==> src/rtl/diff_word_decode_if.sv <==
// Handshake bundle for the differential word decoder: input word stream and
// decoded word stream, each with its own valid/ready pair.
interface diff_word_decode_if #(
  parameter int N = 8
);
  logic           in_valid;
  logic           in_ready;
  logic [2*N-1:0] word_in;
  logic           out_valid;
  logic           out_ready;
  logic [2*N-1:0] word_out;

  modport master (
    output in_valid,
    output word_in,
    output out_ready,
    input  in_ready,
    input  out_valid,
    input  word_out
  );

  modport slave (
    input  in_valid,
    input  word_in,
    input  out_ready,
    output in_ready,
    output out_valid,
    output word_out
  );
endinterface

==> src/rtl/diff_word_decode.sv <==
// Differential word decoder: rebuilds the original base-4 word by mod-4
// accumulation from the MSB digit down, one digit per clock.
module diff_word_decode #(
  parameter int N     = 8,
  parameter int CNT_W = 16
) (
  input  logic                 clk,
  input  logic                 rst,
  diff_word_decode_if.slave    bus,
  output logic [CNT_W-1:0]     word_cnt
);

  localparam int IDX_W = $clog2(N);

  localparam logic [1:0] IDLE   = 2'd0;
  localparam logic [1:0] DECODE = 2'd1;
  localparam logic [1:0] DONE   = 2'd2;

  logic [1:0]       state;
  logic [2*N-1:0]   diff_reg;
  logic [2*N-1:0]   acc;
  logic [2*N-1:0]   acc_next;
  logic [2*N-1:0]   word_out_q;
  logic [IDX_W-1:0] idx;
  logic             out_valid_q;

  // Only digit idx changes per cycle; it adds the already-decoded digit above it.
  always_comb begin
    acc_next = acc;
    for (int unsigned i = 0; i < N - 1; i++) begin
      if (idx == IDX_W'(i)) begin
        acc_next[2*i +: 2] = diff_reg[2*i +: 2] + acc[2*i+2 +: 2];
      end
    end
  end

  always_ff @(posedge clk) begin
    if (!rst) begin
      state       <= IDLE;
      diff_reg    <= '0;
      acc         <= '0;
      idx         <= '0;
      word_out_q  <= '0;
      out_valid_q <= 1'b0;
      word_cnt    <= '0;
    end else begin
      case (state)
        IDLE: begin
          if (bus.in_valid) begin
            diff_reg <= bus.word_in;
            acc      <= {bus.word_in[2*N-1 -: 2], {(2*N-2){1'b0}}};
            idx      <= IDX_W'(N - 2);
            state    <= DECODE;
          end
        end
        DECODE: begin
          acc <= acc_next;
          if (idx == '0) begin
            word_out_q  <= acc_next;
            out_valid_q <= 1'b1;
            state       <= DONE;
          end else begin
            idx <= idx - 1'b1;
          end
        end
        DONE: begin
          if (bus.out_ready) begin
            out_valid_q <= 1'b0;
            word_cnt    <= word_cnt + 1'b1;
            state       <= IDLE;
          end
        end
        default: begin
          state       <= IDLE;
          out_valid_q <= 1'b0;
        end
      endcase
    end
  end

  assign bus.in_ready  = (state == IDLE);
  assign bus.out_valid = out_valid_q;
  assign bus.word_out  = word_out_q;

endmodule

==> src/flat_wrapper.sv <==
// flat-port wrapper written by rule: the top's interface ports become plain ports
module diff_word_decode_flat 
#(
  parameter int N     = 8,
  parameter int CNT_W = 16
)
  (clk, rst, word_cnt, bus_in_valid, bus_word_in, bus_out_ready, bus_in_ready, bus_out_valid, bus_word_out);
  diff_word_decode_if #(.N(N)) bus_i ();
  input  logic clk;
  input  logic rst;
  output logic [CNT_W-1:0] word_cnt;
  input wire logic [$bits(bus_i.in_valid)-1:0] bus_in_valid;
  input wire logic [$bits(bus_i.word_in)-1:0] bus_word_in;
  input wire logic [$bits(bus_i.out_ready)-1:0] bus_out_ready;
  output wire logic [$bits(bus_i.in_ready)-1:0] bus_in_ready;
  output wire logic [$bits(bus_i.out_valid)-1:0] bus_out_valid;
  output wire logic [$bits(bus_i.word_out)-1:0] bus_word_out;
  assign bus_i.in_valid = bus_in_valid;
  assign bus_i.word_in = bus_word_in;
  assign bus_i.out_ready = bus_out_ready;
  assign bus_in_ready = bus_i.in_ready;
  assign bus_out_valid = bus_i.out_valid;
  assign bus_word_out = bus_i.word_out;
  diff_word_decode #(.N(N), .CNT_W(CNT_W)) u_core (.clk(clk), .rst(rst), .bus(bus_i), .word_cnt(word_cnt));
endmodule
==> config.mk <==
export PLATFORM = sky130hd
export DESIGN_NAME = diff_word_decode_flat
export DESIGN_NICKNAME = d
export VERILOG_FILES = /design/src/rtl/diff_word_decode_if.sv /design/src/rtl/diff_word_decode.sv /design/src/flat_wrapper.sv
export SDC_FILE = /design/constraint.sdc
export NUM_CORES = 1
export LEC_CHECK = 0
export BUFFER_PORTS_ARGS = -buffer_cell sky130_fd_sc_hd__buf_2
export CORE_MARGIN = 2
export CORE_UTILIZATION = 55
export DETAILED_ROUTE_END_ITERATION = 8
export PLACE_DENSITY = 0.79
export SKIP_LAST_GASP = 1
export SYNTH_ARGS = -nofsm -noshare
export SYNTH_HDL_FRONTEND = slang
export SYNTH_SLANG_ARGS = --single-unit
==> constraint.sdc <==
create_clock -name clk -period 1.75 [get_ports clk]
set_input_delay 0 -clock clk [delete_from_list [all_inputs] [get_ports clk]]
set_output_delay 0 -clock clk [all_outputs]
set_load 0.005 [all_outputs]
### Yosys cells after proc, flatten, opt, wreduce, memory -nomap -nowiden

Cells that the tools add are included.
Widths: inputs -> output; s select.

| storage, ports and cells | value |
|---|---|
| flip-flop bits (word level) | 68 |
| bits of input ports | 20 |
| output and inout bits | 34 |
| word-level logic and storage cells | 61 |

| cells by class | value |
|---|---|
| add/subtract/negate cells | 9 |
| eq/ne operators | 12 |
| muxes and demuxes | 19 |
| bitwise logic cells | 2 |
| reduce and logical (&&, ||, !) cells | 11 |

Operators by type and width:

| cell | count |
|---|---|
| $pmux 16 s2 | 1 |
| $mux 2 | 10 |
| $add 16x1->16 const B | 1 |
| $mux 16 | 1 |
| $add 2x2->2 | 7 |
| $reduce_and 3->1 | 4 |
| $eq 3x3->1 const B | 3 |
| $reduce_and 2->1 | 4 |
| $eq 3x2->1 const B | 2 |
| $mux 3 | 2 |
| $ne 2x2->1 const B | 3 |
| $pmux 2 s3 | 1 |
| $pmux 3 s2 | 1 |
| $eq 3x1->1 const B | 1 |
| $logic_not 3->1 | 1 |
| $pmux 1 s3 | 1 |
| $sub 3x1->3 const B | 1 |
| $eq 2x1->1 const B | 1 |
| $eq 2x2->1 const B | 1 |
| $logic_not 2->1 | 1 |
| $mux 1 | 2 |
| $ne 2x1->1 const B | 1 |
| $not 1->1 | 2 |
| $reduce_bool 2->1 | 1 |

### Logic depth before layout (Yosys ltp)

| depth | value |
|---|---|
| word-level depth | 3 |
| mapped depth | 7 |
| gate-level depth less buffers | 6 |

### Worst setup path before layout

OpenSTA, ideal clock, no wires.

| path | value |
|---|---|
| path type | reg2reg |
| start point | reg u_core.idx[0] |
| end point | reg u_core.word_out_q[5] (netlist: u_core.bus.word_out[5]) |
| library setup time | 116 ps |
| arrival time | 1335 ps |
| path slack | 299 ps |
| stages on the path, launching flop included | 7 |
| path buffers | 0 |
| clock period less this slack | 1451 ps |
| cells stage by stage | dfxtp_1 -> inv_1 -> ha_1 -> nor2b_1 -> mux2_2 -> nor2_1 -> nor2_1 |

| on the way | value |
|---|---|
| longest elaborated chain between the ends | 2 |
| elaborated cells on any way between the ends | 4 |

Ends and longest elaborated chain:

| what | RTL line | source |
|---|---|---|
| start: declaration | diff_word_decode.sv:24 | `logic [IDX_W-1:0] idx;` |
| start signal: assignment | diff_word_decode.sv:52 | `idx <= IDX_W'(N - 2);` |
| start signal: assignment | diff_word_decode.sv:63 | `idx <= idx - 1'b1;` |
| $eq 3x2->1 / $logic_not 3->1 (equally long branches) | diff_word_decode.sv:31, diff_word_decode.sv:58 |  |
| $mux 2 / $reduce_and 2->1 (equally long branches) | n/a |  |
| end signal: assignment | diff_word_decode.sv:59 | `word_out_q <= acc_next;` |
| end: declaration | diff_word_decode.sv:23 | `logic [2*N-1:0] word_out_q;` |

Parallel ways exist; a longest one is shown, timed or not.
A chain may end at the register's enable or synchronous reset.

### Final worst setup path

Ends and elaborated chain as after synthesis.

==> results by group <==
Status
  • Outcome: finished clean

Layout
  • Filler Cell Count: 394
  • Layout cells sized above 1: 0.199
  • # diodes: 0
  • Final #Nets: 456
  • Area growth syn-to-layout: 24.5%

CTS
  • Root Driver: clkbuf_8
  • Post-CTS Setup Repair Bufs: 0
  • CTS tree: done
  • Number of buffers created by CTS: 9
  • H-tree levels: 3
  • Bufs on Longest Clock Path: 2
  • Clk slew on worst S/H paths: 0.07 ns
  • Total clock sinks: 66
  • Clk_lat worst skew: 0.34 ns

Logic synthesis
  • #FFs+latches synth: 66
  • Yosys top cell by area: dfxtp_1
  • Top cell type's share of synthesized area: 0.439
  • Number of enable flip-flop cells after synthesis: 0
  • Mapped Nets: 384
  • Synth Warn #: 0
  • Most frequent cell after synthesis: dfxtp_1
  • Post-Syn Instances: 351
  • Largest family of logic cells by synthesized area: simple AND/OR/NAND/NOR gates
  • Post-synth top cells: dfxtp_1, nand2_1, a21oi_1
  • Synth Flop Type: dfxtp_1
  • Mux share of post-synthesis cell area: 0.0308
  • Synth Area in Simple Gates: 0.216
  • Synth top area cells: dfxtp_1, a21oi_1, nand2_1, ha_1, xnor2_1
  • Cell Area, Synth: 3010 sq um
  • Sequential area share after synthesis: 0.439
  • Synth Area in Compound Gates: 0.142
  • Post-Synth XOR/XNOR Area: 0.0770
  • Adder-cell share of the synthesized area: 0.0541
  • Yosys cell types: 41
  • Asr flop ratio synth: 0
  • Syn avg cell area: 8.57 sq um

Power and ir drop
  • Pwr/cell area: 947 nW/um^2
  • Leakage: 0.00156 uW
  • Worst VDD drop: 0.703 mV
  • Pwr Total: 3540 uW

Worst setup path
  • Crit. End Element: flip-flop
  • Most used cell, CP: nor2_1
  • CP Class: reg -> reg
  • CP Max Fanout: 5
  • Crit path arrival time: 1.84 ns
  • CP bufs+invs: 1
  • CP max-delay cell: mux2_2
  • Max incr delay on CP: 0.38 ns
  • Worst setup SP type: flip-flop
  • Critical path cell sequence: inv_1, ha_1, nor2b_2, mux2_2, nor2_1, nor2_1
  • Worst Path Required: 1.98 ns
  • Top Family by Delay on Critical Path: simple AND/OR/NAND/NOR gates

STA
  • Max-slew headroom: 0.621
  • Final WS setup: 0.137 ns
  • Fin crit share: 0.922
  • Setup TNS: 0 ns
  • Pins Over Slew Limit: 0
  • FMAX: 620 MHz
  • Final Critical Period: 1.61 ns
  • Worst slew pin tran: 0.568 ns
  • Final Hold Vio Count: 0
  • Clock skew: 0.00740 ns
  • Final setup violating endpoints: 0
  • RSZ-0062 raised after global routing: false

Placement
  • Routability cong.: 0.789
  • Post-DP HPWL: 4.44 mm
  • Port bufs: 53
  • Dpl ws: 0.126 ns

Global routing
  • First-pass GRT wire length: 11.4 mm
  • Initial antenna violation count: 0
  • Total grt overflow: 0
  • Largest net degree at the start of global routing: 40
  • GRT Total Usage: 0.239
  • Vias in the first global route: 2529

Min path
  • Hold Path Class: in -> reg

Routing
  • DR pass1 iterations: 4
  • Initial DRC Count: 147
  • Vias per std cell: 5.39
  • Wire length per cell: 13.7 um
  • Via count: 2684
  • WL final: 6.82 mm
  • Remaining antenna violation count after routing: 0
  • DR DRC count: 0

Floorplan
  • I/O pins: 54
  • Row Count: 26
  • Die ar.: 6070 sq um
  • Die height: 77.9 um
  • Die width: 77.9 um
  • Starting Density: 0.578
  • Core Box Area: 5200 sq um

Flow run
  • Max-Cap Viols: 0
worst register-to-register path: cells and delay by family, from the launching register on:
kind                       cells  cell delay, ns
and+or+nand+nor                3            0.45
muxes                          1            0.38
DFF                            1            0.35
adders and majority gates      1            0.22
buffers and inverters          1            0.11
metal layers:
metal | global-route usage | vias to the layer above | share of wire
met4 | 0.105 | 0 | 0.016
met5 | 0 | - | 0
met3 | 0.0663 | 12 | 0.057
li1 | - | 1352 | -
met2 | 0.384 | 77 | 0.47
met1 | 0.300 | 1243 | 0.45
per-stage QoR:
stage	std cells	area, sq um	hold slack [ns]	utilization
floorplan	351	3010	0.136	-
global placement	464	3360	0.240	0.645
detailed placement	464	3360	0.247	0.645
CTS	498	3740	0.0266	0.718
global route	498	3740	0.0549	0.719
finish	498	3740	0.0332	0.719
power by group:
| part | leakage, uW | internal (uW) | switching, uW | total, uW |
|---|---|---|---|---|
| Clock | 0.000101 | 736 | 557 | 1290 |
| Sequential | 0.000537 | 1590 | 73.4 | 1660 |
| Combinational | 0.000927 | 267 | 319 | 586 |
cell usage in the layout, fill, tap and decap left out, types with 2 or more instances in the layout:
cell type       n
a211oi_1        3
a21oi_1        45
a311oi_1        2
a32oi_1         3
and3_1          3
and4_1          2
buf_12          2
buf_2          53
buf_4           8
clkbuf_1        3
clkbuf_8       11
dfxtp_1        66
dlygate4sd3_1  18
ha_1           13
inv_1           5
mux2_2          2
mux2i_1         7
nand2_1        57
nand2b_1        2
nand3_1        12
nand4_1         4
nand4b_1        3
nor2_1         33
nor2b_1         4
nor3_1          4
o21a_1          2
o21ai_0        19
or3_1           3
xnor2_1        17
xor2_1          4
xor3_1          2
path summary, 6_finish.rpt:
path	startpoint	slack [ns]	depth (start not counted)	endpoint
max reg2reg	u_core.idx[0]$_SDFFE_PN0P_	0.14	6	u_core.bus.word_out[5]$_SDFFE_PN0P_
min	bus_out_ready	0.03	4	u_core.bus.out_valid$_SDFFE_PN0P_
max	u_core.idx[0]$_SDFFE_PN0P_	0.14	6	u_core.bus.word_out[5]$_SDFFE_PN0P_
min reg2reg	u_core.diff_reg[5]$_SDFFE_PN0P_	0.46	2	u_core.diff_reg[5]$_SDFFE_PN0P_
repair_timing:
item	4_1_cts	5_1_grt
hold buffers	18	0
endpoints found under the hold margin	22	0
endpoints found under the setup margin	0	7
gates resized for setup	0	2
area by class of cell:
type	count	area, sq um	area share
timing repair buffer	81	546	0.146
tap	70	87.6	0.0234
clock buffer	14	163	0.0435
sequential	66	1320	0.353
multi-input combinational	259	1570	0.419
clock inverter	2	35.0	0.00936
inverter	6	22.5	0.00602
cell families (layout without fill, tap and decap cells):
group | Yosys count | count (layout)
xor+xnor | 23 | 23
mux | 9 | 9
flops | 66 | 66
simple gates | 137 | 137
buf+inv | 26 | 103
compound gates | 77 | 77
fa+ha+maj | 13 | 13
Note: power is estimated with default switching activity, not from simulation.
